$ cat src/rtl/uart_tx_scheduler_if.sv
// Request/response and UART TX handshake bundle for the TX scheduler.
// slave is the scheduler side; master is the system/UART side that drives requests and TX_BUSY.
interface uart_tx_scheduler_if #(
    parameter int DATA_WIDTH = 8
);
    logic                    rd_data_vld;
    logic [DATA_WIDTH-1:0]   rd_data;
    logic                    alu_out_vld;
    logic [2*DATA_WIDTH-1:0] alu_out;
    logic                    tx_busy;
    logic                    clr_err;
    logic [DATA_WIDTH-1:0]   tx_p_data;
    logic                    tx_data_valid;
    logic                    rd_ack;
    logic                    alu_ack;
    logic                    sched_busy;
    logic                    overflow;
    logic                    err;

    modport master (
        output rd_data_vld, rd_data, alu_out_vld, alu_out, tx_busy, clr_err,
        input  tx_p_data, tx_data_valid, rd_ack, alu_ack, sched_busy, overflow, err
    );

    modport slave (
        input  rd_data_vld, rd_data, alu_out_vld, alu_out, tx_busy, clr_err,
        output tx_p_data, tx_data_valid, rd_ack, alu_ack, sched_busy, overflow, err
    );
endinterface

$ cat src/rtl/uart_tx_scheduler.sv
// Two-requester (register read byte, 16-bit ALU result) scheduler feeding a UART TX one frame
// at a time, paced on TX_BUSY, with round-robin arbitration and a TX_BUSY rise timeout.
module uart_tx_scheduler #(
    parameter int DATA_WIDTH   = 8,
    parameter int BUSY_TIMEOUT = 16
) (
    input logic                clk,
    input logic                rst,
    uart_tx_scheduler_if.slave bus
);
    localparam int CntW = (BUSY_TIMEOUT > 1) ? $clog2(BUSY_TIMEOUT) : 1;
    localparam logic [CntW-1:0] CntLast = CntW'(BUSY_TIMEOUT - 1);

    localparam logic [1:0] StIdle   = 2'd0;
    localparam logic [1:0] StSend   = 2'd1;
    localparam logic [1:0] StWaitHi = 2'd2;
    localparam logic [1:0] StWaitLo = 2'd3;

    localparam logic GrantRd  = 1'b0;
    localparam logic GrantAlu = 1'b1;

    logic [1:0]              state_q, state_d;
    logic                    pend_rd_q, pend_rd_d;
    logic                    pend_alu_q, pend_alu_d;
    logic [DATA_WIDTH-1:0]   rd_hold_q, rd_hold_d;
    logic [2*DATA_WIDTH-1:0] alu_hold_q, alu_hold_d;
    logic                    last_grant_q, last_grant_d;
    logic                    bytes_left_q, bytes_left_d;
    logic [DATA_WIDTH-1:0]   hi_byte_q, hi_byte_d;
    logic [DATA_WIDTH-1:0]   tx_data_q, tx_data_d;
    logic [CntW-1:0]         cnt_q, cnt_d;
    logic                    rd_ack_q, rd_ack_d;
    logic                    alu_ack_q, alu_ack_d;
    logic                    overflow_q, overflow_d;
    logic                    err_q, err_d;

    logic grant_rd, grant_alu;
    logic rd_take, rd_drop, alu_take, alu_drop;
    logic timeout;

    // Round-robin grant, evaluated only while idle; a tie goes to the requester not granted last.
    always_comb begin
        grant_rd  = 1'b0;
        grant_alu = 1'b0;
        if (state_q == StIdle) begin
            if (pend_rd_q && pend_alu_q) begin
                if (last_grant_q == GrantRd) grant_alu = 1'b1;
                else                         grant_rd  = 1'b1;
            end else if (pend_rd_q) begin
                grant_rd = 1'b1;
            end else if (pend_alu_q) begin
                grant_alu = 1'b1;
            end
        end
    end

    // Request capture, acks and sticky flags; a request into a full, ungranted slot is dropped.
    always_comb begin
        rd_take    = bus.rd_data_vld && (!pend_rd_q || grant_rd);
        rd_drop    = bus.rd_data_vld && pend_rd_q && !grant_rd;
        alu_take   = bus.alu_out_vld && (!pend_alu_q || grant_alu);
        alu_drop   = bus.alu_out_vld && pend_alu_q && !grant_alu;
        pend_rd_d  = rd_take ? 1'b1 : (grant_rd ? 1'b0 : pend_rd_q);
        pend_alu_d = alu_take ? 1'b1 : (grant_alu ? 1'b0 : pend_alu_q);
        rd_hold_d  = rd_take ? bus.rd_data : rd_hold_q;
        alu_hold_d = alu_take ? bus.alu_out : alu_hold_q;
        rd_ack_d   = rd_take;
        alu_ack_d  = alu_take;
        // Set beats clear when both happen in the same cycle.
        overflow_d = (rd_drop || alu_drop) ? 1'b1 : (bus.clr_err ? 1'b0 : overflow_q);
        err_d      = timeout ? 1'b1 : (bus.clr_err ? 1'b0 : err_q);
    end

    // Frame FSM: launch, wait for TX_BUSY to rise (with timeout), wait for it to fall.
    always_comb begin
        state_d      = state_q;
        last_grant_d = last_grant_q;
        bytes_left_d = bytes_left_q;
        hi_byte_d    = hi_byte_q;
        tx_data_d    = tx_data_q;
        cnt_d        = cnt_q;
        timeout      = 1'b0;
        case (state_q)
            StIdle: begin
                if (grant_rd) begin
                    tx_data_d    = rd_hold_q;
                    bytes_left_d = 1'b0;
                    last_grant_d = GrantRd;
                    state_d      = StSend;
                end else if (grant_alu) begin
                    tx_data_d    = alu_hold_q[DATA_WIDTH-1:0];
                    hi_byte_d    = alu_hold_q[2*DATA_WIDTH-1:DATA_WIDTH];
                    bytes_left_d = 1'b1;
                    last_grant_d = GrantAlu;
                    state_d      = StSend;
                end
            end
            StSend: begin
                cnt_d   = '0;
                state_d = StWaitHi;
            end
            StWaitHi: begin
                if (bus.tx_busy) begin
                    state_d = StWaitLo;
                end else if (cnt_q == CntLast) begin
                    timeout      = 1'b1;
                    bytes_left_d = 1'b0;
                    state_d      = StIdle;
                end else if (cnt_q != '1) begin
                    cnt_d = cnt_q + 1'b1;
                end
            end
            StWaitLo: begin
                if (!bus.tx_busy) begin
                    if (bytes_left_q) begin
                        tx_data_d    = hi_byte_q;
                        bytes_left_d = 1'b0;
                        state_d      = StSend;
                    end else begin
                        state_d = StIdle;
                    end
                end
            end
            default: state_d = StIdle;
        endcase
    end

    // State registers; reset abandons any frame in flight.
    always_ff @(posedge clk or posedge rst) begin
        if (rst) begin
            state_q      <= StIdle;
            pend_rd_q    <= 1'b0;
            pend_alu_q   <= 1'b0;
            rd_hold_q    <= '0;
            alu_hold_q   <= '0;
            last_grant_q <= GrantRd;
            bytes_left_q <= 1'b0;
            hi_byte_q    <= '0;
            tx_data_q    <= '0;
            cnt_q        <= '0;
            rd_ack_q     <= 1'b0;
            alu_ack_q    <= 1'b0;
            overflow_q   <= 1'b0;
            err_q        <= 1'b0;
        end else begin
            state_q      <= state_d;
            pend_rd_q    <= pend_rd_d;
            pend_alu_q   <= pend_alu_d;
            rd_hold_q    <= rd_hold_d;
            alu_hold_q   <= alu_hold_d;
            last_grant_q <= last_grant_d;
            bytes_left_q <= bytes_left_d;
            hi_byte_q    <= hi_byte_d;
            tx_data_q    <= tx_data_d;
            cnt_q        <= cnt_d;
            rd_ack_q     <= rd_ack_d;
            alu_ack_q    <= alu_ack_d;
            overflow_q   <= overflow_d;
            err_q        <= err_d;
        end
    end

    assign bus.tx_p_data     = tx_data_q;
    assign bus.tx_data_valid = (state_q == StSend);
    assign bus.rd_ack        = rd_ack_q;
    assign bus.alu_ack       = alu_ack_q;
    assign bus.sched_busy    = (state_q != StIdle);
    assign bus.overflow      = overflow_q;
    assign bus.err           = err_q;
endmodule

$ cat src/flat_wrapper.sv
// flat-port wrapper written by rule: the top's interface ports become plain ports
module uart_tx_scheduler_flat 
#(
    parameter int DATA_WIDTH   = 8,
    parameter int BUSY_TIMEOUT = 16
)
  (clk, rst, bus_rd_data_vld, bus_rd_data, bus_alu_out_vld, bus_alu_out, bus_tx_busy, bus_clr_err, bus_tx_p_data, bus_tx_data_valid, bus_rd_ack, bus_alu_ack, bus_sched_busy, bus_overflow, bus_err);
  uart_tx_scheduler_if #(.DATA_WIDTH(DATA_WIDTH)) bus_i ();
  input logic clk;
  input logic rst;
  input wire logic [$bits(bus_i.rd_data_vld)-1:0] bus_rd_data_vld;
  input wire logic [$bits(bus_i.rd_data)-1:0] bus_rd_data;
  input wire logic [$bits(bus_i.alu_out_vld)-1:0] bus_alu_out_vld;
  input wire logic [$bits(bus_i.alu_out)-1:0] bus_alu_out;
  input wire logic [$bits(bus_i.tx_busy)-1:0] bus_tx_busy;
  input wire logic [$bits(bus_i.clr_err)-1:0] bus_clr_err;
  output wire logic [$bits(bus_i.tx_p_data)-1:0] bus_tx_p_data;
  output wire logic [$bits(bus_i.tx_data_valid)-1:0] bus_tx_data_valid;
  output wire logic [$bits(bus_i.rd_ack)-1:0] bus_rd_ack;
  output wire logic [$bits(bus_i.alu_ack)-1:0] bus_alu_ack;
  output wire logic [$bits(bus_i.sched_busy)-1:0] bus_sched_busy;
  output wire logic [$bits(bus_i.overflow)-1:0] bus_overflow;
  output wire logic [$bits(bus_i.err)-1:0] bus_err;
  assign bus_i.rd_data_vld = bus_rd_data_vld;
  assign bus_i.rd_data = bus_rd_data;
  assign bus_i.alu_out_vld = bus_alu_out_vld;
  assign bus_i.alu_out = bus_alu_out;
  assign bus_i.tx_busy = bus_tx_busy;
  assign bus_i.clr_err = bus_clr_err;
  assign bus_tx_p_data = bus_i.tx_p_data;
  assign bus_tx_data_valid = bus_i.tx_data_valid;
  assign bus_rd_ack = bus_i.rd_ack;
  assign bus_alu_ack = bus_i.alu_ack;
  assign bus_sched_busy = bus_i.sched_busy;
  assign bus_overflow = bus_i.overflow;
  assign bus_err = bus_i.err;
  uart_tx_scheduler #(.DATA_WIDTH(DATA_WIDTH), .BUSY_TIMEOUT(BUSY_TIMEOUT)) u_core (.clk(clk), .rst(rst), .bus(bus_i));
endmodule
$ cat config.mk
export PLATFORM = sky130hd
export DESIGN_NAME = uart_tx_scheduler_flat
export DESIGN_NICKNAME = d
export VERILOG_FILES = /design/src/rtl/uart_tx_scheduler_if.sv /design/src/rtl/uart_tx_scheduler.sv /design/src/flat_wrapper.sv
export SDC_FILE = /design/constraint.sdc
export NUM_CORES = 1
export LEC_CHECK = 0
export CAP_MARGIN = 10
export CORE_ASPECT_RATIO = 0.6
export CORE_MARGIN = 4
export CORE_UTILIZATION = 55
export CTS_CLUSTER_SIZE = 14
export DETAILED_ROUTE_END_ITERATION = 12
export PLACE_DENSITY = 0.87
export SYNTH_ARGS = -nofsm -noshare
export SYNTH_HDL_FRONTEND = slang
export SYNTH_SLANG_ARGS = --single-unit
$ cat constraint.sdc
create_clock -name clk -period 4 [get_ports clk]
set_clock_uncertainty 0.2 [all_clocks]
set_input_delay 1 -clock clk [delete_from_list [all_inputs] [get_ports clk]]
set_output_delay 1 -clock clk [all_outputs]
set_load 0.1 [all_outputs]
* After elaboration in Yosys (flattened, before gate mapping) *
Index checks and enable logic that the tools add are counted.

storage, ports and cells
  bits in read-only memories = 0
  memory bits (writable) = 0
  bits in registers = 54
  memories kept = 0
  logic and storage cells = 100
  latch bits = 0
  output and inout port bits = 14

operators by class
  divide/modulo/power cells = 0
  multiplexer cells = 41
  reduce and logical (&&, ||, !) cells = 30
  $mul = 0
  add/subtract/negate cells = 1
  bitwise logic cells = 1
  shift operators = 0
  equal/unequal tests = 13
  magnitude comparators = 0

operator list
  kind                                            count
  2-to-1 mux 8 bit                                4
  2-to-1 mux 1 bit                                25
  one-hot mux 8 bit (2 select lines)              1
  nonzero test 2 bit                              8
  2-to-1 mux 4 bit                                3
  2-to-1 mux 2 bit                                5
  one-hot mux 2 bit (4 select lines)              1
  one-hot mux 4 bit (2 select lines)              1
  AND reduction 4 bit                             2
  logical AND 1 bit                               7
  != test 2 x 1 -> 1 bit (second input constant)  3
  != test 2 bit (second input constant)           3
  AND reduction 3 bit                             2
  AND reduction 5 bit                             1
  adder 4 x 1 -> 4 bit (second input constant)    1
  == test 2 bit (second input constant)           2
  == test 4 bit (second input constant)           1
  zero test 1 bit                                 4
  != test 4 bit (second input constant)           1
  logical OR 1 bit                                3
  != test 3 x 1 -> 1 bit (second input constant)  1
  != test 3 x 2 -> 1 bit (second input constant)  1
  one-hot mux 1 bit (3 select lines)              1
  nonzero test 3 bit                              1
  4 further kinds                                 4

* Longest topological paths before layout *
Gate-level depths: netlist of run 1.

  depth after elaboration = 8
  gate-level depth with buffers = 7
  mapped depth without buffers = 5

* Worst setup path before layout of run 1 *
No wires, ideal clock.

  kind = register to output
  start = register u_core.state_q[1]
  end = output port bus_tx_data_valid
  buffers on the path = 1
  cell stages (with the launch flop) = 3
  path slack = 0.942 ns
  data arrival time = 1.858 ns
  cell sequence = dfrtp_1 > clkbuf_1 > nor2_1

between the ends
  cells in the longest elaborated chain, start to end = 1

ends and longest elaborated chain
  element                   line                      text
  start: declaration        uart_tx_scheduler.sv:22   logic [1:0] state_q, state_d;
  start signal: assignment  uart_tx_scheduler.sv:131  state_q <= StIdle;
  start signal: assignment  uart_tx_scheduler.sv:146  state_q <= state_d;
  == test 2 x 1 -> 1 bit    uart_tx_scheduler.sv:164  assign bus.tx_data_valid = (state_q == StSend);
  end: declaration          flat_wrapper.sv:18        output wire logic [$bits(bus_i.tx_data_valid)-1:0] bus_tx_data_valid;

Every way passes these cells.

* Worst setup path after layout of run 1 *
  start = register u_core.tx_data_q[3], in the netlist u_core.bus.tx_p_data[3]
  end = output port bus_tx_p_data[3]

RTL lines
  element                   line                      text
  start: declaration        uart_tx_scheduler.sv:30   logic [DATA_WIDTH-1:0] tx_data_q, tx_data_d;
  start signal: assignment  uart_tx_scheduler.sv:154  tx_data_q <= tx_data_d;
  end: declaration          flat_wrapper.sv:17        output wire logic [$bits(bus_i.tx_p_data)-1:0] bus_tx_p_data;

No word-level cell between the ends.

==> results of run 1 <==
## per-layer routing
layer	vias up	global-route usage (%)	share of wire, %
met3	4	5.492	8.6
met2	57	26.39	41
met4	0	4.440	0.41
met1	779	29.57	50
li1	797	-	-
met5	-	0	0
## kinds of logic after synthesis
logic type / count (synthesis)
multiplexers: 32
buffers and inverters: 22
AO/OA/AOI/OAI: 42
adder cells (fa/ha/maj): 1
flip-flops: 54
AND/OR/NAND/NOR: 49
## registers in the layout, summed over array words and instances, names as in the netlist
register,count
u_core.alu_hold_q,16
u_core.bus.tx_p_data,8
u_core.hi_byte_q,8
u_core.rd_hold_q,8
u_core.cnt_q,4
u_core.state_q,2
u_core.bus.alu_ack,1
u_core.bus.err,1
u_core.bus.overflow,1
u_core.bus.rd_ack,1
u_core.bytes_left_q,1
u_core.last_grant_q,1
u_core.pend_alu_q,1
u_core.pend_rd_q,1
## where the power goes
group | switching, W | leakage [nW] | internal (W)
registers | 0.000182 | 0.652 | 0.000801
clock network | 0.000155 | 0.0431 | 0.000134
logic | 0.000796 | 0.585 | 0.000460
total | 0.00113 | 1.28 | 0.00139
## per-stage QoR
stage	instances	cell area, um^2
2_1_floorplan	200	2347
3_3_place_gp	297	2824
3_5_place_dp	297	2824
4_1_cts	303	2907
5_1_grt	303	2907
6_report	303	2907
## worst paths after layout
kind	from	end	cells past startpoint
worst max-delay path	u_core.bus.tx_p_data[3]$_DFFE_PP0P_	bus_tx_p_data[3]	1
worst min-delay path	u_core.bus.tx_p_data[6]$_DFFE_PP0P_	u_core.bus.tx_p_data[6]$_DFFE_PP0P_	2
worst max register to register	u_core.state_q[1]$_DFFE_PP0P_	u_core.bus.tx_p_data[7]$_DFFE_PP0P_	4
worst min register to register	u_core.bus.tx_p_data[6]$_DFFE_PP0P_	u_core.bus.tx_p_data[6]$_DFFE_PP0P_	2
max in group asynchronous	rst	u_core.cnt_q[1]$_DFFE_PP0P_	3
min in group asynchronous	rst	u_core.rd_hold_q[1]$_DFFE_PP0P_	2
## synth_stat cells (4+ instances only)
library cell,number,area [um^2]
dfrtp_1,54,1351
mux2_2,32,360.4
nand2_1,16,60.06
o21ai_0,14,70.07
inv_1,13,48.80
nor2_1,13,48.80
and3b_1,8,70.07
o31ai_1,8,60.06
a21oi_1,5,25.02
buf_2,4,20.02
clkbuf_1,4,15.01
## layout make-up
| cell class | count | area (um^2) | area share [%] |
|---|---|---|---|
| Multi-Input combinational cell | 124 | 900.9 | 30.99 |
| Clock buffer | 6 | 82.58 | 2.841 |
| Tap cell | 60 | 75.07 | 2.583 |
| Inverter | 13 | 48.80 | 1.679 |
| Sequential cell | 54 | 1351 | 46.49 |
| Timing Repair Buffer | 46 | 447.9 | 15.41 |
==> report_table.html, run 1 <==
<table>
<tr><th>Metric</th><th>Value</th></tr>
<tr><th colspan="2">Clocking</th></tr>
<tr><td>H-tree levels</td><td>2</td></tr>
<tr><td>Clock slew at the register clock pins of the worst setup and hold paths</td><td>~0.080 ns</td></tr>
<tr><td>Number of buffers added by the clock tree synthesis step</td><td>5</td></tr>
<tr><td>Number of gates resized after CTS</td><td>0</td></tr>
<tr><td>Cts-stage hold buffer count</td><td>0</td></tr>
<tr><td>Clock tree root driver cell</td><td>clkbuf_8</td></tr>
<tr><td>Total clock sinks</td><td>54</td></tr>
<tr><td>CTS Buffer Depth</td><td>2</td></tr>
<tr><td>Number of buffers inserted to repair setup after CTS</td><td>0</td></tr>
<tr><td>TritonCTS clock tree</td><td>built</td></tr>
<tr><td>Insertion delay to the later sink of the worst-skew pair</td><td>0.30 ns</td></tr>
<tr><th colspan="2">Detailed routing</th></tr>
<tr><td>Avg WL per Cell</td><td>15.46 um</td></tr>
<tr><td>Final WL</td><td>4685 um</td></tr>
<tr><td>Detailed-routing iteration count for the pre-antenna-repair pass</td><td>4</td></tr>
<tr><td>1st-iter DRT viols</td><td>181</td></tr>
<tr><td>Vias</td><td>1637</td></tr>
<tr><td>Vias per std cell</td><td>~5.4</td></tr>
<tr><td>Post-DRT Antenna Nets</td><td>0</td></tr>
<tr><td>DRC errors left</td><td>0</td></tr>
<tr><th colspan="2">Cells and area</th></tr>
<tr><td>End-of-flow core utilization</td><td>70.52%</td></tr>
<tr><td>Commonest non-fill, non-tap cell in the layout</td><td>dfrtp_1</td></tr>
<tr><td>Most frequent cells in the layout</td><td>dfrtp_1, clkdlybuf4s50_1, mux2_2, nand2_1, o21ai_0</td></tr>
<tr><td>Filler cell count in the final layout</td><td>317</td></tr>
<tr><td>Final Net Count</td><td>approximately 280</td></tr>
<tr><td>Layout cells sized above 1</td><td>a little under a fifth</td></tr>
<tr><td>Area growth, synth to finish</td><td>23.83%</td></tr>
<tr><td>Number of antenna cells inserted</td><td>0</td></tr>
<tr><th colspan="2">Setup path</th></tr>
<tr><td>Crit Path Max Fanout</td><td>2</td></tr>
<tr><td>Capturing element type of the critical path</td><td>output pin</td></tr>
<tr><td>Critical path buffers and inverters</td><td>1</td></tr>
<tr><td>Worst reg2reg setup slack</td><td>around 1.4 ns</td></tr>
<tr><td>Kind of start point of the critical path</td><td>flop</td></tr>
<tr><td>Cell-by-cell listing of the critical path</td><td>clkdlybuf4s50_1</td></tr>
<tr><td>Maximum single-stage delay on the critical path</td><td>around 1.1 ns</td></tr>
<tr><td>CP max-delay cell</td><td>clkdlybuf4s50_1</td></tr>
<tr><td>Critical path required time</td><td>2.80 ns</td></tr>
<tr><td>Critical Path AT</td><td>around 1.8 ns</td></tr>
<tr><td>Category of the most critical setup path</td><td>flop to output pin</td></tr>
<tr><td>Kind of cell adding the most delay to the critical path</td><td>buffers and inverters</td></tr>
<tr><th colspan="2">Synthesis</th></tr>
<tr><td>Register area share after synthesis</td><td>around 58%</td></tr>
<tr><td>Xor and xnor area share after synthesis</td><td>0%</td></tr>
<tr><td>Commonest register cell after synthesis</td><td>dfrtp_1</td></tr>
<tr><td>Multiplexer share of the synthesized area</td><td>between 15 and 20%</td></tr>
<tr><td>Synthesized Nets</td><td>231</td></tr>
<tr><td>Flops &amp; latches, synth</td><td>54</td></tr>
<tr><td>Cell area after technology mapping</td><td>2347 um^2</td></tr>
<tr><td>Count of unique library cells instantiated by Yosys</td><td>32</td></tr>
<tr><td>Mapped Avg Cell Area</td><td>11.74 um^2</td></tr>
<tr><td>Synthesized-area fraction occupied by and/or/nand/nor cells</td><td>10.87%</td></tr>
<tr><td>Synth Area in Compound Gates</td><td>between 10% and 20%</td></tr>
<tr><td>Count of mapped cells out of synthesis</td><td>200</td></tr>
<tr><td>Async set-or-reset flop fraction in the synthesized netlist</td><td>100.0%</td></tr>
<tr><td>Number of flops mapped to enable cells by yosys</td><td>0</td></tr>
<tr><td>Adder-cell share of the synthesized area</td><td>less than 1%</td></tr>
<tr><td>Combinational family with the most area after synthesis</td><td>multiplexers</td></tr>
<tr><td>Warnings, synthesis</td><td>0</td></tr>
<tr><th colspan="2">Timing</th></tr>
<tr><td>Final max-slew violation count</td><td>0</td></tr>
<tr><td>RSZ-0062 raised after global routing</td><td>no</td></tr>
<tr><td>Setup Total Neg Slack</td><td>0 ns</td></tr>
<tr><td>Min Hold Slack</td><td>0.3024 ns</td></tr>
<tr><td>Part of the cycle the worst path needs</td><td>75.67%</td></tr>
<tr><td>Final setup violation count</td><td>0</td></tr>
<tr><td>Slew of the pin with the lowest slew margin</td><td>a little under 1 ns</td></tr>
<tr><td>Crit path setup slack, layout</td><td>0.9731 ns</td></tr>
<tr><td>Slew HR</td><td>between 30% and 40%</td></tr>
<tr><td>Final Critical Period</td><td>~3.0 ns</td></tr>
<tr><td>Maximum achievable frequency</td><td>about 330 MHz</td></tr>
<tr><td>Number of endpoints with negative hold slack in the final report</td><td>0</td></tr>
<tr><th colspan="2">Power and ir drop</th></tr>
<tr><td>Total power draw</td><td>approximately 0.0025 W</td></tr>
<tr><td>Power per cell area</td><td>869.8 nW/um^2</td></tr>
<tr><td>LEAKAGE</td><td>roughly 1.3 nW</td></tr>
<tr><td>Worst vdd ir</td><td>0.3488 mV</td></tr>
<tr><th colspan="2">Global route</th></tr>
<tr><td>Via count of the first global-routing pass</td><td>approximately 1600</td></tr>
<tr><td>Global router's overall resource usage</td><td>between 10% and 20%</td></tr>
<tr><td>Wire length of the first global-routing pass</td><td>7955 um</td></tr>
<tr><td>Initial antenna violation count</td><td>0</td></tr>
<tr><td>Maximum number of pins on one net before global-route repair</td><td>35</td></tr>
<tr><td>Leftover overflow at the end of global routing</td><td>0</td></tr>
<tr><th colspan="2">Worst hold path</th></tr>
<tr><td>HP Class</td><td>flop to flop</td></tr>
<tr><th colspan="2">Place</th></tr>
<tr><td>Post-placement setup slack</td><td>between 0.8 and 0.9 ns</td></tr>
<tr><td>Total half-perimeter wirelength after legalization and detailed placement</td><td>~3500 um</td></tr>
<tr><td>Number of I/O port buffers</td><td>43</td></tr>
<tr><td>Routability congestion estimate</td><td>slightly below 0.9</td></tr>
<tr><th colspan="2">Floorplan</th></tr>
<tr><td># rows</td><td>18</td></tr>
<tr><td>Floorplan Core Area</td><td>between 4000 and 5000 um^2</td></tr>
<tr><td>Initial Util</td><td>a little under three fifths</td></tr>
<tr><td>Die Outline Area</td><td>~5400 um^2</td></tr>
<tr><td>Number of placed I/O pins</td><td>44</td></tr>
<tr><td>Horizontal extent of the die</td><td>between 90 and 100 um</td></tr>
<tr><td>Die boundary height</td><td>between 50 and 60 um</td></tr>
<tr><th colspan="2">Status</th></tr>
<tr><td>Status</td><td>complete, no violations</td></tr>
<tr><th colspan="2">Job</th></tr>
<tr><td>Max Cap Viol</td><td>0</td></tr>
</table>
(Power assumes the default switching activity.)
==> inputs of run 2 (changes only) <==
Settings changed: CORE_UTILIZATION 55 to 46, PLACE_DENSITY 0.87 to 0.78.
Clock period 4 ns to 2.7 ns, I/O delays scaled along.
==> run 2 against run 1 <==
  * Global-route usage shrank 2.5 points
  * Setup slack lost 0.59 ns
  * Via count is 2.0% higher
  * Utilization fell by 8.2 points
  * First-iteration DRC count shrank 31%
  * Highest routed layer unchanged
==> report_table.html, run 2 (synthesis results as in run 1) <==
<table>
<tr><th>Metric</th><th>Value</th></tr>
<tr><th colspan="2">Status</th></tr>
<tr><td>Status</td><td>complete, no violations</td></tr>
<tr><th colspan="2">Global route</th></tr>
<tr><td>Global router's overall resource usage</td><td>16.56% (-2.5 points)</td></tr>
<tr><td>Initial antenna violation count</td><td>0 (unchanged)</td></tr>
<tr><td>Leftover overflow at the end of global routing</td><td>0 (unchanged)</td></tr>
<tr><td>Wire length of the first global-routing pass</td><td>8107 um (+1.9%)</td></tr>
<tr><td>Maximum number of pins on one net before global-route repair</td><td>38 (+8.6%)</td></tr>
<tr><td>Via count of the first global-routing pass</td><td>1543 (-3.5%)</td></tr>
<tr><th colspan="2">Power and ir drop</th></tr>
<tr><td>Portion of total power attributed to combinational logic</td><td>50.2% (+0.5 points)</td></tr>
<tr><td>Clock share of power</td><td>12.9% (+1.5 points)</td></tr>
<tr><td>LEAKAGE</td><td>1.336 nW (+4.3%)</td></tr>
<tr><td>Internal</td><td>0.002149 W (+54%)</td></tr>
<tr><td>Switching power of the nets</td><td>0.001724 W (+52%)</td></tr>
<tr><td>Power per cell area</td><td>1306 nW/um^2 (+50%)</td></tr>
<tr><td>Switch share</td><td>44.51% (-0.32 points)</td></tr>
<tr><td>Worst vdd ir</td><td>0.4838 mV (+39%)</td></tr>
<tr><td>Fraction of power consumed by sequential logic</td><td>36.9% (-2.0 points)</td></tr>
<tr><th colspan="2">Cells and area</th></tr>
<tr><td>Number of antenna cells inserted</td><td>0 (unchanged)</td></tr>
<tr><td>Final Net Count</td><td>278 (+1.1%)</td></tr>
<tr><td>Filler cell count in the final layout</td><td>400 (+26%)</td></tr>
<tr><td>Layout cells sized above 1</td><td>25.81% (+6.9 points)</td></tr>
<tr><td>Commonest non-fill, non-tap cell in the layout</td><td>dfrtp_1</td></tr>
<tr><td>Area growth, synth to finish</td><td>26.33%</td></tr>
<tr><td>Most frequent cells in the layout</td><td>dfrtp_1, mux2_2, clkdlybuf4s50_1, buf_4, nand2_1</td></tr>
<tr><td>Max reg flops</td><td>16 (unchanged)</td></tr>
<tr><td>Largest reg by FF count</td><td>u_core.alu_hold_q</td></tr>
<tr><th colspan="2">Timing</th></tr>
<tr><td>Setup Total Neg Slack</td><td>0 ns (unchanged)</td></tr>
<tr><td>Slew of the pin with the lowest slew margin</td><td>0.4774 ns (-0.4977 ns)</td></tr>
<tr><td>Number of endpoints with negative hold slack in the final report</td><td>0 (unchanged)</td></tr>
<tr><td>RSZ-0062 raised after global routing</td><td>no</td></tr>
<tr><td>Maximum achievable frequency</td><td>431.3 MHz</td></tr>
<tr><td>Part of the cycle the worst path needs</td><td>85.87%</td></tr>
<tr><td>Final Critical Period</td><td>roughly 2.3 ns</td></tr>
<tr><td>Final setup violation count</td><td>0 (unchanged)</td></tr>
<tr><td>Slew HR</td><td>68.17% (+33 points)</td></tr>
<tr><td>Min Hold Slack</td><td>0.2978 ns (-0.004571 ns)</td></tr>
<tr><td>Final max-slew violation count</td><td>0 (unchanged)</td></tr>
<tr><th colspan="2">Clocking</th></tr>
<tr><td>CTS Buffer Depth</td><td>2 (unchanged)</td></tr>
<tr><td>Cts-stage hold buffer count</td><td>0 (unchanged)</td></tr>
<tr><td>Insertion delay to the later sink of the worst-skew pair</td><td>0.31 ns (about the same)</td></tr>
<tr><td>TritonCTS clock tree</td><td>built</td></tr>
<tr><td>Number of buffers inserted to repair setup after CTS</td><td>0 (unchanged)</td></tr>
<tr><td>H-tree levels</td><td>2 (unchanged)</td></tr>
<tr><td>Number of buffers added by the clock tree synthesis step</td><td>5 (unchanged)</td></tr>
<tr><td>Number of gates resized after CTS</td><td>0 (unchanged)</td></tr>
<tr><td>Total clock sinks</td><td>54 (unchanged)</td></tr>
<tr><td>Clock tree root driver cell</td><td>clkbuf_8</td></tr>
<tr><td>Clock slew at the register clock pins of the worst setup and hold paths</td><td>0.09 ns (about the same)</td></tr>
<tr><th colspan="2">Setup path</th></tr>
<tr><td>Worst R2R Path Depth</td><td>4 (unchanged)</td></tr>
<tr><td>Capturing element type of the critical path</td><td>flop</td></tr>
<tr><td>Reg2Reg Launch Point</td><td>u_core.state_q[0]$_DFFE_PP0P_</td></tr>
<tr><td>Worst reg2reg setup slack</td><td>0.38 ns (-0.98 ns)</td></tr>
<tr><td>Kind of start point of the critical path</td><td>flop</td></tr>
<tr><td>Category of the most critical setup path</td><td>flop to flop</td></tr>
<tr><td>Critical Path AT</td><td>2.33 ns (+0.50 ns)</td></tr>
<tr><td>Critical path required time</td><td>2.72 ns (-0.08 ns)</td></tr>
<tr><td>Crit Path Max Fanout</td><td>17 (+15)</td></tr>
<tr><td>Critical path launch point</td><td>u_core.state_q[0]$_DFFE_PP0P_</td></tr>
<tr><td>Reg2reg end</td><td>u_core.bus.tx_p_data[7]$_DFFE_PP0P_</td></tr>
<tr><th colspan="2">Detailed routing</th></tr>
<tr><td>DRC errors left</td><td>0 (unchanged)</td></tr>
<tr><td>Final WL</td><td>4994 um (+6.6%)</td></tr>
<tr><td>Post-DRT Antenna Nets</td><td>0 (unchanged)</td></tr>
<tr><td>Avg WL per Cell</td><td>16.06 um (+3.9%)</td></tr>
<tr><td>1st-iter DRT viols</td><td>125 (-31%)</td></tr>
<tr><td>Vias</td><td>1669 (+2.0%)</td></tr>
<tr><td>Vias per std cell</td><td>5.367 (-0.67%)</td></tr>
<tr><td>Detailed-routing iteration count for the pre-antenna-repair pass</td><td>4 (unchanged)</td></tr>
<tr><th colspan="2">Place</th></tr>
<tr><td>Number of I/O port buffers</td><td>43 (unchanged)</td></tr>
<tr><td>Routability congestion estimate</td><td>0.8526 (-1.9%)</td></tr>
<tr><td>Total half-perimeter wirelength after legalization and detailed placement</td><td>3600 um (+1.9%)</td></tr>
<tr><th colspan="2">Floorplan</th></tr>
<tr><td>Die boundary height</td><td>63.33 um (+8.1%)</td></tr>
<tr><td>Horizontal extent of the die</td><td>100.2 um (+8.5%)</td></tr>
<tr><td>Die Outline Area</td><td>6347 um^2 (+17%)</td></tr>
<tr><td>Initial Util</td><td>49.37% (-7.6 points)</td></tr>
<tr><td># rows</td><td>19 (+1)</td></tr>
<tr><td>Number of placed I/O pins</td><td>44 (unchanged)</td></tr>
<tr><td>Floorplan Core Area</td><td>4755 um^2 (+15%)</td></tr>
<tr><th colspan="2">Worst hold path</th></tr>
<tr><td>HP Class</td><td>flop to flop</td></tr>
<tr><td>Endpoint of the worst hold-timing path</td><td>u_core.bus.tx_p_data[1]$_DFFE_PP0P_</td></tr>
<tr><td>Number of cells on the worst hold path</td><td>2 (unchanged)</td></tr>
<tr><td>Hold Crit Start</td><td>u_core.bus.tx_p_data[1]$_DFFE_PP0P_</td></tr>
<tr><th colspan="2">Job</th></tr>
<tr><td>Max Cap Viol</td><td>0 (unchanged)</td></tr>
</table>
==> run 2: critical path, stage by stage, from the launching register on <==
cell     delay [ns]
dfrtp_1        0.51
or2_1          0.38
or3b_1         0.61
and3b_1        0.28
o31ai_1        0.25
==> run 2: cell type report <==
| class | instances | area [um^2] | area share [%] |
|---|---|---|---|
| clock buffers | 7 | 96.34 | 3.249 |
| clock inverters | 1 | 8.758 | 0.2954 |
| inverters | 13 | 48.80 | 1.646 |
| multi-input cells | 124 | 903.4 | 30.46 |
| flip-flops and latches | 54 | 1351 | 45.57 |
| well taps | 63 | 78.83 | 2.658 |
| repair buffers | 49 | 478.0 | 16.12 |
==> run 2: per-layer routing <==
| metal | part of all wire, % | vias to the layer above | track usage, % |
|---|---|---|---|
| met5 | 0 | - | 0 |
| met4 | 0.74 | 0 | 6.050 |
| met3 | 8.0 | 3 | 3.859 |
| met2 | 41 | 67 | 21.62 |
| met1 | 50 | 795 | 26.17 |
| li1 | - | 804 | - |
==> run 2: through the flow <==
stage / total power, W / std cells / setup WS, ns / cell area (um^2) / utilization [%]
global placement: 0.003336 / 303 / 0.4143 / 2860 / 60.16
detailed placement: 0.003395 / 303 / 0.3342 / 2860 / 60.16
finish: 0.003873 / 311 / 0.3814 / 2965 / 62.37
global route: 0.004117 / 311 / 0.2087 / 2965 / 62.37
CTS: 0.003895 / 311 / 0.3886 / 2965 / 62.37
floorplan: 0.002883 / 200 / 0.4203 / 2350 / -
==> run 2: how the worst max path moves through the flow <==
stage | depth (start not counted) | endpoint | slack [ns]
3_5_place_dp | 5 | u_core.bus.tx_p_data[7]$_DFFE_PP0P_ | 0.33
5_1_grt | 4 | u_core.bus.tx_p_data[7]$_DFFE_PP0P_ | 0.21
2_1_floorplan | 2 | bus_tx_data_valid | 0.42
3_3_place_gp | 6 | u_core.cnt_q[3]$_DFFE_PP0P_ | 0.41
4_1_cts | 4 | u_core.bus.tx_p_data[7]$_DFFE_PP0P_ | 0.39
6_report | 4 | u_core.bus.tx_p_data[7]$_DFFE_PP0P_ | 0.38
==> run 2: power by group through the flow <==
stage	clock network [W]	registers [W]	logic (W)
2_1_floorplan	0	0.00186	0.00102
3_3_place_gp	0	0.00143	0.00191
3_5_place_dp	0	0.00145	0.00195
4_1_cts	0.000512	0.00143	0.00195
5_1_grt	0.000547	0.00148	0.00209
6_report	0.000498	0.00143	0.00194
==> inputs of run 3 (changes only) <==
Settings changed: PLACE_DENSITY 0.78 to 0.75.
==> run 3 against run 2 <==
  * Via count shrank 0.66%
  * Largest power group unchanged
  * Maximum frequency grew 0.16%
  * Sequential cell count is the same
==> report_table.html, run 3 (synthesis results as in run 1) <==
<table>
<tr><th>Metric</th><th>Value</th></tr>
<tr><th colspan="2">Global route</th></tr>
<tr><td>Via count of the first global-routing pass</td><td>1597 (+3.5%)</td></tr>
<tr><td>Initial antenna violation count</td><td>0 (unchanged)</td></tr>
<tr><td>Global router's overall resource usage</td><td>16.30% (-0.26 points)</td></tr>
<tr><td>Wire length of the first global-routing pass</td><td>7990 um (-1.4%)</td></tr>
<tr><td>Maximum number of pins on one net before global-route repair</td><td>55 (+45%)</td></tr>
<tr><td>Leftover overflow at the end of global routing</td><td>0 (unchanged)</td></tr>
<tr><th colspan="2">Timing</th></tr>
<tr><td>Setup Total Neg Slack</td><td>0 ns (unchanged)</td></tr>
<tr><td>Final max-slew violation count</td><td>0 (unchanged)</td></tr>
<tr><td>Number of endpoints with negative hold slack in the final report</td><td>0 (unchanged)</td></tr>
<tr><td>RSZ-0062 raised after global routing</td><td>no</td></tr>
<tr><td>Final setup violation count</td><td>0 (unchanged)</td></tr>
<tr><td>Crit path setup slack, layout</td><td>0.3851 ns (+0.003658 ns)</td></tr>
<tr><td>Slew of the pin with the lowest slew margin</td><td>0.5069 ns (+0.02946 ns)</td></tr>
<tr><td>Slew HR</td><td>66.21% (-2.0 points)</td></tr>
<tr><td>Maximum achievable frequency</td><td>432.0 MHz (+0.16%)</td></tr>
<tr><td>Part of the cycle the worst path needs</td><td>85.74% (-0.14 points)</td></tr>
<tr><td>Final Critical Period</td><td>2.315 ns (-0.003658 ns)</td></tr>
<tr><td>Min Hold Slack</td><td>0.2899 ns (-0.007925 ns)</td></tr>
<tr><th colspan="2">Floorplan</th></tr>
<tr><td>Floorplan Core Area</td><td>4755 um^2 (unchanged)</td></tr>
<tr><td>Number of placed I/O pins</td><td>44 (unchanged)</td></tr>
<tr><td>Die Outline Area</td><td>6347 um^2 (unchanged)</td></tr>
<tr><td># rows</td><td>19 (unchanged)</td></tr>
<tr><td>Initial Util</td><td>49.37% (unchanged)</td></tr>
<tr><td>Horizontal extent of the die</td><td>100.2 um (unchanged)</td></tr>
<tr><td>Die boundary height</td><td>63.33 um (unchanged)</td></tr>
<tr><th colspan="2">Detailed routing</th></tr>
<tr><td>Vias per std cell</td><td>5.348 (-0.34%)</td></tr>
<tr><td>Detailed-routing iteration count for the pre-antenna-repair pass</td><td>4 (unchanged)</td></tr>
<tr><td>Final WL</td><td>4794 um (-4.0%)</td></tr>
<tr><td>Post-DRT Antenna Nets</td><td>0 (unchanged)</td></tr>
<tr><td>1st-iter DRT viols</td><td>92 (-26%)</td></tr>
<tr><td>DRC errors left</td><td>0 (unchanged)</td></tr>
<tr><td>Avg WL per Cell</td><td>15.46 um (-3.7%)</td></tr>
<tr><td>Vias</td><td>1658 (-0.66%)</td></tr>
<tr><th colspan="2">Setup path</th></tr>
<tr><td>Worst R2R Path Depth</td><td>4 (unchanged)</td></tr>
<tr><td>CP max-delay cell</td><td>or3b_1</td></tr>
<tr><td>Capturing element type of the critical path</td><td>flop</td></tr>
<tr><td>Crit Path Max Fanout</td><td>17 (unchanged)</td></tr>
<tr><td>Critical path buffers and inverters</td><td>0 (unchanged)</td></tr>
<tr><td>Kind of cell adding the most delay to the critical path</td><td>simple AND/OR/NAND/NOR gates</td></tr>
<tr><td>Cell-by-cell listing of the critical path</td><td>or2_1, or3b_1, and3b_1, o31ai_1</td></tr>
<tr><td>Crit path depth</td><td>4 (unchanged)</td></tr>
<tr><td>Maximum single-stage delay on the critical path</td><td>0.63 ns (+0.02 ns)</td></tr>
<tr><td>Critical Path AT</td><td>2.33 ns (about the same)</td></tr>
<tr><td>Category of the most critical setup path</td><td>flop to flop</td></tr>
<tr><td>Kind of start point of the critical path</td><td>flop</td></tr>
<tr><td>Critical path required time</td><td>2.71 ns (about the same)</td></tr>
<tr><th colspan="2">Job</th></tr>
<tr><td>Max Cap Viol</td><td>0 (unchanged)</td></tr>
<tr><th colspan="2">Place</th></tr>
<tr><td>Cell Area, Placed</td><td>2853 um^2 (-0.26%)</td></tr>
<tr><td>Total half-perimeter wirelength after legalization and detailed placement</td><td>3460 um (-3.9%)</td></tr>
<tr><td>Number of I/O port buffers</td><td>43 (unchanged)</td></tr>
<tr><td>Post-placement setup slack</td><td>0.3252 ns (-0.009093 ns)</td></tr>
<tr><td>Routability congestion estimate</td><td>0.8265 (-3.1%)</td></tr>
<tr><th colspan="2">Clocking</th></tr>
<tr><td>Clock slew at the register clock pins of the worst setup and hold paths</td><td>0.09 ns (about the same)</td></tr>
<tr><td>Clock tree root driver cell</td><td>clkbuf_8</td></tr>
<tr><td>Number of gates resized after CTS</td><td>0 (unchanged)</td></tr>
<tr><td>TritonCTS clock tree</td><td>built</td></tr>
<tr><td>Number of buffers inserted to repair setup after CTS</td><td>0 (unchanged)</td></tr>
<tr><td>Insertion delay to the later sink of the worst-skew pair</td><td>0.31 ns (about the same)</td></tr>
<tr><td>H-tree levels</td><td>2 (unchanged)</td></tr>
<tr><td>Number of buffers added by the clock tree synthesis step</td><td>5 (unchanged)</td></tr>
<tr><td>CTS Buffer Depth</td><td>2 (unchanged)</td></tr>
<tr><td>Cts-stage hold buffer count</td><td>0 (unchanged)</td></tr>
<tr><td>Total clock sinks</td><td>54 (unchanged)</td></tr>
<tr><th colspan="2">Power and ir drop</th></tr>
<tr><td>Power per cell area</td><td>1314 nW/um^2 (+0.59%)</td></tr>
<tr><td>Total power draw</td><td>0.003891 W (+0.47%)</td></tr>
<tr><td>LEAKAGE</td><td>1.335 nW (-0.10%)</td></tr>
<tr><td>Worst vdd ir</td><td>0.6497 mV (+34%)</td></tr>
<tr><th colspan="2">Cells and area</th></tr>
<tr><td>Filler cell count in the final layout</td><td>399 (-0.25%)</td></tr>
<tr><td>Number of antenna cells inserted</td><td>0 (unchanged)</td></tr>
<tr><td>Layout cells sized above 1</td><td>25.51% (-0.30 points)</td></tr>
<tr><td>Final Net Count</td><td>277 (-0.36%)</td></tr>
<tr><td>Most frequent cells in the layout</td><td>dfrtp_1, mux2_2, clkdlybuf4s50_1, nand2_1, buf_4</td></tr>
<tr><td>Largest reg by FF count</td><td>u_core.alu_hold_q</td></tr>
<tr><td>Max reg flops</td><td>16 (unchanged)</td></tr>
<tr><td>Area growth, synth to finish</td><td>26.17%</td></tr>
<tr><td>Commonest non-fill, non-tap cell in the layout</td><td>dfrtp_1</td></tr>
<tr><td>Final Instance Area</td><td>2962 um^2 (-0.13%)</td></tr>
<tr><th colspan="2">Status</th></tr>
<tr><td>Status</td><td>complete, no violations</td></tr>
<tr><th colspan="2">Worst hold path</th></tr>
<tr><td>Number of cells on the worst hold path</td><td>2 (unchanged)</td></tr>
<tr><td>HP Class</td><td>flop to flop</td></tr>
</table>
## run 3: layer usage
layer  vias to the layer above  share of wire (%)  track usage, %
met4                         0                1.4           6.050
met5                         -                  0               0
met3                         7                7.4           4.300
met1                       801                 52           25.88
li1                        801                  -               -
met2                        49                 40           20.71
## run 3: final timing paths
check | from | endpoint | slack [ns]
worst max-delay path | u_core.state_q[0]$_DFFE_PP0P_ | u_core.bus.tx_p_data[5]$_DFFE_PP0P_ | 0.39
worst min-delay path | u_core.bus.tx_p_data[1]$_DFFE_PP0P_ | u_core.bus.tx_p_data[1]$_DFFE_PP0P_ | 0.29
worst max register to register | u_core.state_q[0]$_DFFE_PP0P_ | u_core.bus.tx_p_data[5]$_DFFE_PP0P_ | 0.39
worst min register to register | u_core.bus.tx_p_data[1]$_DFFE_PP0P_ | u_core.bus.tx_p_data[1]$_DFFE_PP0P_ | 0.29
max in group asynchronous | rst | u_core.bus.tx_p_data[6]$_DFFE_PP0P_ | 1.54
min in group asynchronous | rst | u_core.rd_hold_q[4]$_DFFE_PP0P_ | 0.53
## run 3: metrics by stage
stage	utilization, %	std cells
floorplan	-	200
global placement	60.00	302
detailed placement	60.00	302
CTS	62.29	310
global route	62.29	310
finish	62.29	310
## run 3: where the power goes
group	total [W]	switching [W]	internal (W)	leakage (nW)
clock	0.000529	0.000256	0.000273	0.0579
sequential	0.00142	0.000235	0.00119	0.652
combinational	0.00194	0.00121	0.000726	0.625
## run 3: final cells by class
class	count	area, um^2	share of cell area [%]
clock buffers	5	68.82	2.324
multi-input cells	124	903.4	30.50
well taps	63	78.83	2.662
flip-flops and latches	54	1351	45.63
clock inverters	3	40.04	1.352
inverters	13	48.80	1.648
repair buffers	48	470.5	15.89
## run 3: tightest hold or removal path: stages (launching register included)
cell     delay (ns)
dfrtp_1        0.35
nand2_1        0.05
o31ai_1        0.06
